`config.mk`:
```
export PLATFORM = sky130hd
export DESIGN_NAME = icache_param_flat
export DESIGN_NICKNAME = d
export VERILOG_FILES = /design/src/rtl/icache_param_if.sv /design/src/rtl/icache_param.sv /design/src/flat_wrapper.sv
export SDC_FILE = /design/constraint.sdc
export NUM_CORES = 1
export LEC_CHECK = 0
export CAP_MARGIN = 20
export CORE_MARGIN = 2
export CORE_UTILIZATION = 40
export CTS_CLUSTER_DIAMETER = 80
export DETAILED_ROUTE_END_ITERATION = 7
export GPL_TIMING_DRIVEN = 1
export PLACE_DENSITY_LB_ADDON = 0.08
export SYNTH_ARGS = -nofsm -noshare
export SYNTH_HDL_FRONTEND = slang
export SYNTH_SLANG_ARGS = --single-unit
```
`constraint.sdc`:
```
create_clock -name CLK -period 25.7 [get_ports CLK]
set_input_delay 3.855 -clock CLK [delete_from_list [all_inputs] [get_ports CLK]]
set_output_delay 3.855 -clock CLK [all_outputs]
set_load 0.1 [all_outputs]
```
`src/rtl/icache_param_if.sv`:
```
// Fetch-side and memory-side signal bundle for the parametrised instruction cache.
interface icache_param_if #(
    parameter int ADDR_WIDTH      = 10,
    parameter int WORDS_PER_BLOCK = 4,
    parameter int WORD_WIDTH      = 32,
    parameter int CNT_WIDTH       = 16
);
    localparam int OFF = $clog2(WORDS_PER_BLOCK) + $clog2(WORD_WIDTH / 8);

    logic                                  READ;
    logic [ADDR_WIDTH-1:0]                 ADDRESS;
    logic                                  FLUSH;
    logic [WORD_WIDTH-1:0]                 INSTRUCTION;
    logic                                  BUSYWAIT;
    logic                                  mem_read;
    logic [ADDR_WIDTH-OFF-1:0]             mem_address;
    logic [WORD_WIDTH*WORDS_PER_BLOCK-1:0] mem_readdata;
    logic                                  mem_busywait;
    logic [CNT_WIDTH-1:0]                  HIT_COUNT;
    logic [CNT_WIDTH-1:0]                  MISS_COUNT;

    // CPU plus instruction memory side
    modport master (
        output READ, ADDRESS, FLUSH, mem_readdata, mem_busywait,
        input  INSTRUCTION, BUSYWAIT, mem_read, mem_address, HIT_COUNT, MISS_COUNT
    );

    // Cache side
    modport slave (
        input  READ, ADDRESS, FLUSH, mem_readdata, mem_busywait,
        output INSTRUCTION, BUSYWAIT, mem_read, mem_address, HIT_COUNT, MISS_COUNT
    );
endinterface

```
`src/rtl/icache_param.sv`:
```
// Direct-mapped read-only instruction cache with flush and saturating hit/miss counters.
module icache_param #(
    parameter int ADDR_WIDTH      = 10,
    parameter int LINES           = 8,
    parameter int WORDS_PER_BLOCK = 4,
    parameter int WORD_WIDTH      = 32,
    parameter int CNT_WIDTH       = 16
) (
    input  logic          CLK,
    input  logic          RESET,
    icache_param_if.slave bus
);
    localparam int BYTE    = $clog2(WORD_WIDTH / 8);
    localparam int WSEL    = $clog2(WORDS_PER_BLOCK);
    localparam int OFF     = WSEL + BYTE;
    localparam int IDX     = $clog2(LINES);
    localparam int TAG     = ADDR_WIDTH - IDX - OFF;
    localparam int BLK_W   = ADDR_WIDTH - OFF;
    localparam int BLOCK_W = WORD_WIDTH * WORDS_PER_BLOCK;

    typedef enum logic [1:0] {IDLE, MEM_READ, UPDATE} state_t;

    state_t state_reg, state_next;

    logic [LINES-1:0]     valid_reg, valid_next;
    logic [TAG-1:0]       tag_mem  [LINES];
    logic [BLOCK_W-1:0]   data_mem [LINES];
    logic [BLK_W-1:0]     blk_reg;          // block address latched at the miss
    logic                 first_reg;        // first MEM_READ cycle, memory busywait not yet trusted
    logic                 after_update_reg; // IDLE cycle right after a refill
    logic [CNT_WIDTH-1:0] hit_count_reg, miss_count_reg;

    logic [IDX-1:0] idx, fill_idx;
    logic [TAG-1:0] tag, fill_tag;
    logic           hit, miss_start, refill_done, count_hit;

    assign idx      = bus.ADDRESS[OFF +: IDX];
    assign tag      = bus.ADDRESS[ADDR_WIDTH-1 -: TAG];
    assign fill_idx = blk_reg[IDX-1:0];
    assign fill_tag = blk_reg[BLK_W-1 -: TAG];

    assign hit         = bus.READ && valid_reg[idx] && (tag_mem[idx] == tag);
    assign miss_start  = (state_reg == IDLE) && bus.READ && !hit;
    assign refill_done = (state_reg == MEM_READ) && !first_reg && !bus.mem_busywait;
    assign count_hit   = (state_reg == IDLE) && hit && !after_update_reg;

    // Word select out of the indexed line
    logic [BLOCK_W-1:0]    line_data;
    logic [WORD_WIDTH-1:0] line_words [WORDS_PER_BLOCK];
    assign line_data = data_mem[idx];

    generate
        for (genvar gi = 0; gi < WORDS_PER_BLOCK; gi++) begin : g_word
            assign line_words[gi] = line_data[gi*WORD_WIDTH +: WORD_WIDTH];
        end
        if (WSEL > 0) begin : g_sel
            logic [WSEL-1:0] word_sel;
            assign word_sel        = bus.ADDRESS[BYTE +: WSEL];
            assign bus.INSTRUCTION = line_words[word_sel];
        end else begin : g_nosel
            assign bus.INSTRUCTION = line_words[0];
        end
    endgenerate

    assign bus.mem_address = blk_reg;
    assign bus.HIT_COUNT   = hit_count_reg;
    assign bus.MISS_COUNT  = miss_count_reg;

    // State register
    always_ff @(posedge CLK) begin
        if (RESET) state_reg <= IDLE;
        else       state_reg <= state_next;
    end

    // Next-state logic
    always_comb begin
        state_next = state_reg;
        case (state_reg)
            IDLE:     if (miss_start)  state_next = MEM_READ;
            MEM_READ: if (refill_done) state_next = UPDATE;
            UPDATE:                    state_next = IDLE;
            default:                   state_next = IDLE;
        endcase
    end

    // Outputs decoded from state
    always_comb begin
        bus.BUSYWAIT = 1'b0;
        bus.mem_read = 1'b0;
        case (state_reg)
            IDLE:     bus.BUSYWAIT = bus.READ && !hit;
            MEM_READ: begin
                bus.BUSYWAIT = 1'b1;
                bus.mem_read = 1'b1;
            end
            UPDATE:   bus.BUSYWAIT = 1'b1;
            default:  ;
        endcase
    end

    // Refill bookkeeping flags
    always_ff @(posedge CLK) begin
        if (RESET) begin
            first_reg        <= 1'b0;
            after_update_reg <= 1'b0;
        end else begin
            first_reg        <= miss_start;
            after_update_reg <= (state_reg == UPDATE);
        end
    end

    // Block address is captured once per miss and held for the whole refill
    always_ff @(posedge CLK) begin
        if (miss_start) blk_reg <= bus.ADDRESS[ADDR_WIDTH-1:OFF];
    end

    // Valid bits: flush clears first, a completing refill then sets its line
    always_comb begin
        valid_next = bus.FLUSH ? '0 : valid_reg;
        if (refill_done) valid_next[fill_idx] = 1'b1;
    end

    always_ff @(posedge CLK) begin
        if (RESET) valid_reg <= '0;
        else       valid_reg <= valid_next;
    end

    // Tag and data storage; reset leaves contents alone but drops an in-flight refill
    always_ff @(posedge CLK) begin
        if (!RESET && refill_done) begin
            data_mem[fill_idx] <= bus.mem_readdata;
            tag_mem[fill_idx]  <= fill_tag;
        end
    end

    // Saturating statistics counters
    always_ff @(posedge CLK) begin
        if (RESET) begin
            hit_count_reg  <= '0;
            miss_count_reg <= '0;
        end else begin
            if (count_hit && hit_count_reg != '1)   hit_count_reg  <= hit_count_reg + 1'b1;
            if (miss_start && miss_count_reg != '1) miss_count_reg <= miss_count_reg + 1'b1;
        end
    end
endmodule

```
`src/flat_wrapper.sv`:
```
// flat-port wrapper written by rule: the top's interface ports become plain ports
module icache_param_flat 
#(
    parameter int ADDR_WIDTH      = 10,
    parameter int LINES           = 8,
    parameter int WORDS_PER_BLOCK = 4,
    parameter int WORD_WIDTH      = 32,
    parameter int CNT_WIDTH       = 16
)
  (CLK, RESET, bus_READ, bus_ADDRESS, bus_FLUSH, bus_mem_readdata, bus_mem_busywait, bus_INSTRUCTION, bus_BUSYWAIT, bus_mem_read, bus_mem_address, bus_HIT_COUNT, bus_MISS_COUNT);
  icache_param_if #(.ADDR_WIDTH(ADDR_WIDTH), .WORDS_PER_BLOCK(WORDS_PER_BLOCK), .WORD_WIDTH(WORD_WIDTH), .CNT_WIDTH(CNT_WIDTH)) bus_i ();
  input  logic CLK;
  input  logic RESET;
  input wire logic [$bits(bus_i.READ)-1:0] bus_READ;
  input wire logic [$bits(bus_i.ADDRESS)-1:0] bus_ADDRESS;
  input wire logic [$bits(bus_i.FLUSH)-1:0] bus_FLUSH;
  input wire logic [$bits(bus_i.mem_readdata)-1:0] bus_mem_readdata;
  input wire logic [$bits(bus_i.mem_busywait)-1:0] bus_mem_busywait;
  output wire logic [$bits(bus_i.INSTRUCTION)-1:0] bus_INSTRUCTION;
  output wire logic [$bits(bus_i.BUSYWAIT)-1:0] bus_BUSYWAIT;
  output wire logic [$bits(bus_i.mem_read)-1:0] bus_mem_read;
  output wire logic [$bits(bus_i.mem_address)-1:0] bus_mem_address;
  output wire logic [$bits(bus_i.HIT_COUNT)-1:0] bus_HIT_COUNT;
  output wire logic [$bits(bus_i.MISS_COUNT)-1:0] bus_MISS_COUNT;
  assign bus_i.READ = bus_READ;
  assign bus_i.ADDRESS = bus_ADDRESS;
  assign bus_i.FLUSH = bus_FLUSH;
  assign bus_i.mem_readdata = bus_mem_readdata;
  assign bus_i.mem_busywait = bus_mem_busywait;
  assign bus_INSTRUCTION = bus_i.INSTRUCTION;
  assign bus_BUSYWAIT = bus_i.BUSYWAIT;
  assign bus_mem_read = bus_i.mem_read;
  assign bus_mem_address = bus_i.mem_address;
  assign bus_HIT_COUNT = bus_i.HIT_COUNT;
  assign bus_MISS_COUNT = bus_i.MISS_COUNT;
  icache_param #(.ADDR_WIDTH(ADDR_WIDTH), .LINES(LINES), .WORDS_PER_BLOCK(WORDS_PER_BLOCK), .WORD_WIDTH(WORD_WIDTH), .CNT_WIDTH(CNT_WIDTH)) u_core (.CLK(CLK), .RESET(RESET), .bus(bus_i));
endmodule
```
==> impl_results.md <==
* CP max FO at roughly 110
* Reg-to-reg endpoint: u_core.data_mem[4][66]$_DFFE_PP_
* Final period utilization at 47.9%
* Vias at approximately 19,000
* Most common cell after layout, fill and taps aside: edfxtp_1
* Initial core utilization at between 40 and 50%
* RSZ-0062 raised after global routing: no
* Worst setup margin at ~13,000 ps
* Number of buffer cells added on primary ports at between 200 and 250
* Reg2reg setup slack at around 21,000 ps
* Detailed Place HPWL at ~51,000 um
* Worst stage delay on the critical path at ~960 ps
* Seq cells post-synth at ~1,100
* Longest Clk Path Bufs at 3
* DIE WIDTH at 329 um
* Crit path time final at 12,310 ps
* P&R area growth vs syn at 18.1%
* Top cells by area, synth: edfxtp_1 (75%), mux4_2 (17%), dfxtp_1 (2.1%)
* Slew Limit Headroom at between 10% and 20%
* R2R cell count at 7
* Vias in the first global route at a little over 20,000
* Post-synth design cell area at around 42,000 sq um
* Synth Area in Adders at less than 1%
* Initial antenna violation count at 17
* Setup TNS at 0 ps
* Syn Inst Count at roughly 1,800
* Xor and xnor area share after synthesis at less than 1%
* Clock tree from TritonCTS: done
* Clk Tree Root Cell: clkbuf_16
* Max-slew violation count at 0
* Worst setup SP type: input port
* WP buf/inv at 4
* Largest family of logic cells by synthesized area: multiplexers
* DR vias/cell at 5.39
* Synth async-reset ratio at 0%
* Crit path capture: bus_INSTRUCTION[7]
* Worst path cell trace: buf_8 > buf_4 > buf_4 > mux4_2 > mux4_2 > mux2_2 > clkdlybuf4s50_1
* WP depth at 7
* Largest Register: u_core.data_mem
* R2R Path Start: u_core.state_reg[1]$_SDFFE_PP0P_
* Synthesized net count at ~1,900
* Unique masters post-synth at 52
* DRT Pass-1 Iters at 5
* Synth top area share at roughly three quarters
* Crit path arrival time at between 8000 and 9000 ps
* Hold_ws at around 450 ps
* Pleak at 15.5 nW
* I/O pin count at around 220
* H-tree Lvls at 3
* Fin. Hold Viols at 0
* DR DRC count at 0
* Pre-CTS setup slack at roughly 13,000 ps
* Core Region at 105,000 sq um
* Req. time, crit path at about 22,000 ps
* # rows at ~120
* Reg clk slew, reported paths at 50 ps
* Clock skew at ~20 ps
* Total CTS buffers at approximately 120
* Sequential share of the synthesized area at about 77%
* GRT Total Usage at 18.0%
* PwrDens at about 79 nW/um^2
* CTS Hold Bufs at 0
* Mux share of post-synthesis cell area at around a fifth
* Die H at ~330 um
* Largest net degree at the start of global routing at around 110
* Post-route ant nets at 0
* CP startpoint: bus_ADDRESS[5]
* Mean Syn Cell Area at 23.7 sq um
* Synth Flop Type: edfxtp_1
* Worst-margin pin slew at between 1000 and 1500 ps
* Warnings from Yosys at 0
* Layout cell share with drive strength beyond 1 at between 20 and 30%
* Largest regs: u_core.data_mem (1024), u_core.tag_mem (24)
* CTS sink count at around 1,100
* Slowest CP cell: clkdlybuf4s50_1
* Gr ovfl total at 0
* Peak Freq at ~81 MHz
* Post-synth top area cell: edfxtp_1
* Status: finished clean
* Postcts setup bufs at 0
* Worst IR drop on VDD at 0.0000607 V
* Post-cts sizing count at 0
* Number of synthesized flops with an enable pin at roughly 1,100
* Commonest cells after routing, fill and taps aside: edfxtp_1 (1,054), mux4_2 (325), clkdlybuf4s50_1 (207)
* Largest register FFs at between 1,000 and 1,500
* Util after Layout at 47.4%
* Critical path's top delay family: buffers and inverters
* Worst Setup End Kind: primary output
* Nets at 2,201
* Final Setup Violations at 0
* First-pass GRT wire length at 140,000 um
* DRT Wirelength at roughly 96,000 um
* Min-delay worst type: flip-flop to flip-flop
* Post-synthesis simple-gate area fraction at 1.84%
* GPL Wtd Cong at between 0.7 and 0.8
* Compound-Gate Fraction of Synth Area at less than 1%
* Clock latency on the worst-skew pair at 690 ps
* Max_cap viols at 0
* Drt wl/cell at ~27 um
* Full die area at 108,000 sq um
* Initial DRC Count at 1,258
* WS Path Type: input port to primary output
[power breakdown]
| group | total, mW | switching (mW) | internal [mW] |
|---|---|---|---|
| combinational | 0.318 | 0.204 | 0.114 |
| sequential | 2.00 | 0.0100 | 1.99 |
| clock | 1.63 | 0.674 | 0.960 |
| total | 3.95 | 0.888 | 3.07 |
[cell type report]
cell class                      instances  area [sq um]
Sequential cell                      1098         32500
Inverter                                4          15.0
Clock buffer                          146          3100
Antenna cell                            3          7.51
Timing Repair Buffer                  242          2480
Multi-Input combinational cell        587          9260
Clock inverter                         68           631
Tap cell                             1391          1740
Fill cell                            8661         55200
[cell usage after synthesis (all sizes together) (2+ instances only)]
master  count
nor2       23
nor4        2
a21oi      14
or3         8
nand4       9
and2        2
nand2b      7
and3        7
o31ai       4
and4        5
ha          7
clkbuf     43
o21ai      15
mux2       41
mux2i      15
a21o        8
nand2      22
mux4      325
o21ba       2
nor3        8
inv         4
or4        10
edfxtp   1054
nand3      20
xor2        4
nor2b      14
dfxtp      44
buf        47
[through the flow]
step / cells / instance area (sq um) / total power, mW
global placement: 3319 / 46000 / 2.36
floorplan: 1779 / 42200 / 2.25
global route: 3537 / 49800 / 4.09
CTS: 3536 / 49800 / 4.01
finish: 3539 / 49800 / 3.95
detailed placement: 3322 / 46000 / 2.36
[worst min path at each step]
stage,from,endpoint,depth (start not counted)
floorplan,u_core.valid_reg[4]$_SDFF_PP0_,u_core.valid_reg[4]$_SDFF_PP0_,1
global placement,u_core.valid_reg[2]$_SDFF_PP0_,u_core.valid_reg[2]$_SDFF_PP0_,1
detailed placement,u_core.valid_reg[7]$_SDFF_PP0_,u_core.valid_reg[7]$_SDFF_PP0_,1
CTS,u_core.valid_reg[7]$_SDFF_PP0_,u_core.valid_reg[7]$_SDFF_PP0_,1
global route,u_core.valid_reg[5]$_SDFF_PP0_,u_core.valid_reg[5]$_SDFF_PP0_,1
finish,u_core.valid_reg[7]$_SDFF_PP0_,u_core.valid_reg[7]$_SDFF_PP0_,1
[layer usage]
metal / global-route usage, % / routed length (um)
met5: 0 / 149
met4: 4.63 / 2260
met3: 4.75 / 5280
met2: 30.3 / 48700
met1: 23.2 / 39800
[kinds of logic after synthesis]
kind of cell               after synthesis
buffers and inverters                   94
and+or+nand+nor                        141
DFF                                   1098
AOI/OAI and AO/OA                       54
xor gates and xnor gates                 4
adders and majority gates                7
muxes                                  381
No activity file was read; power rests on OpenSTA's default activity.
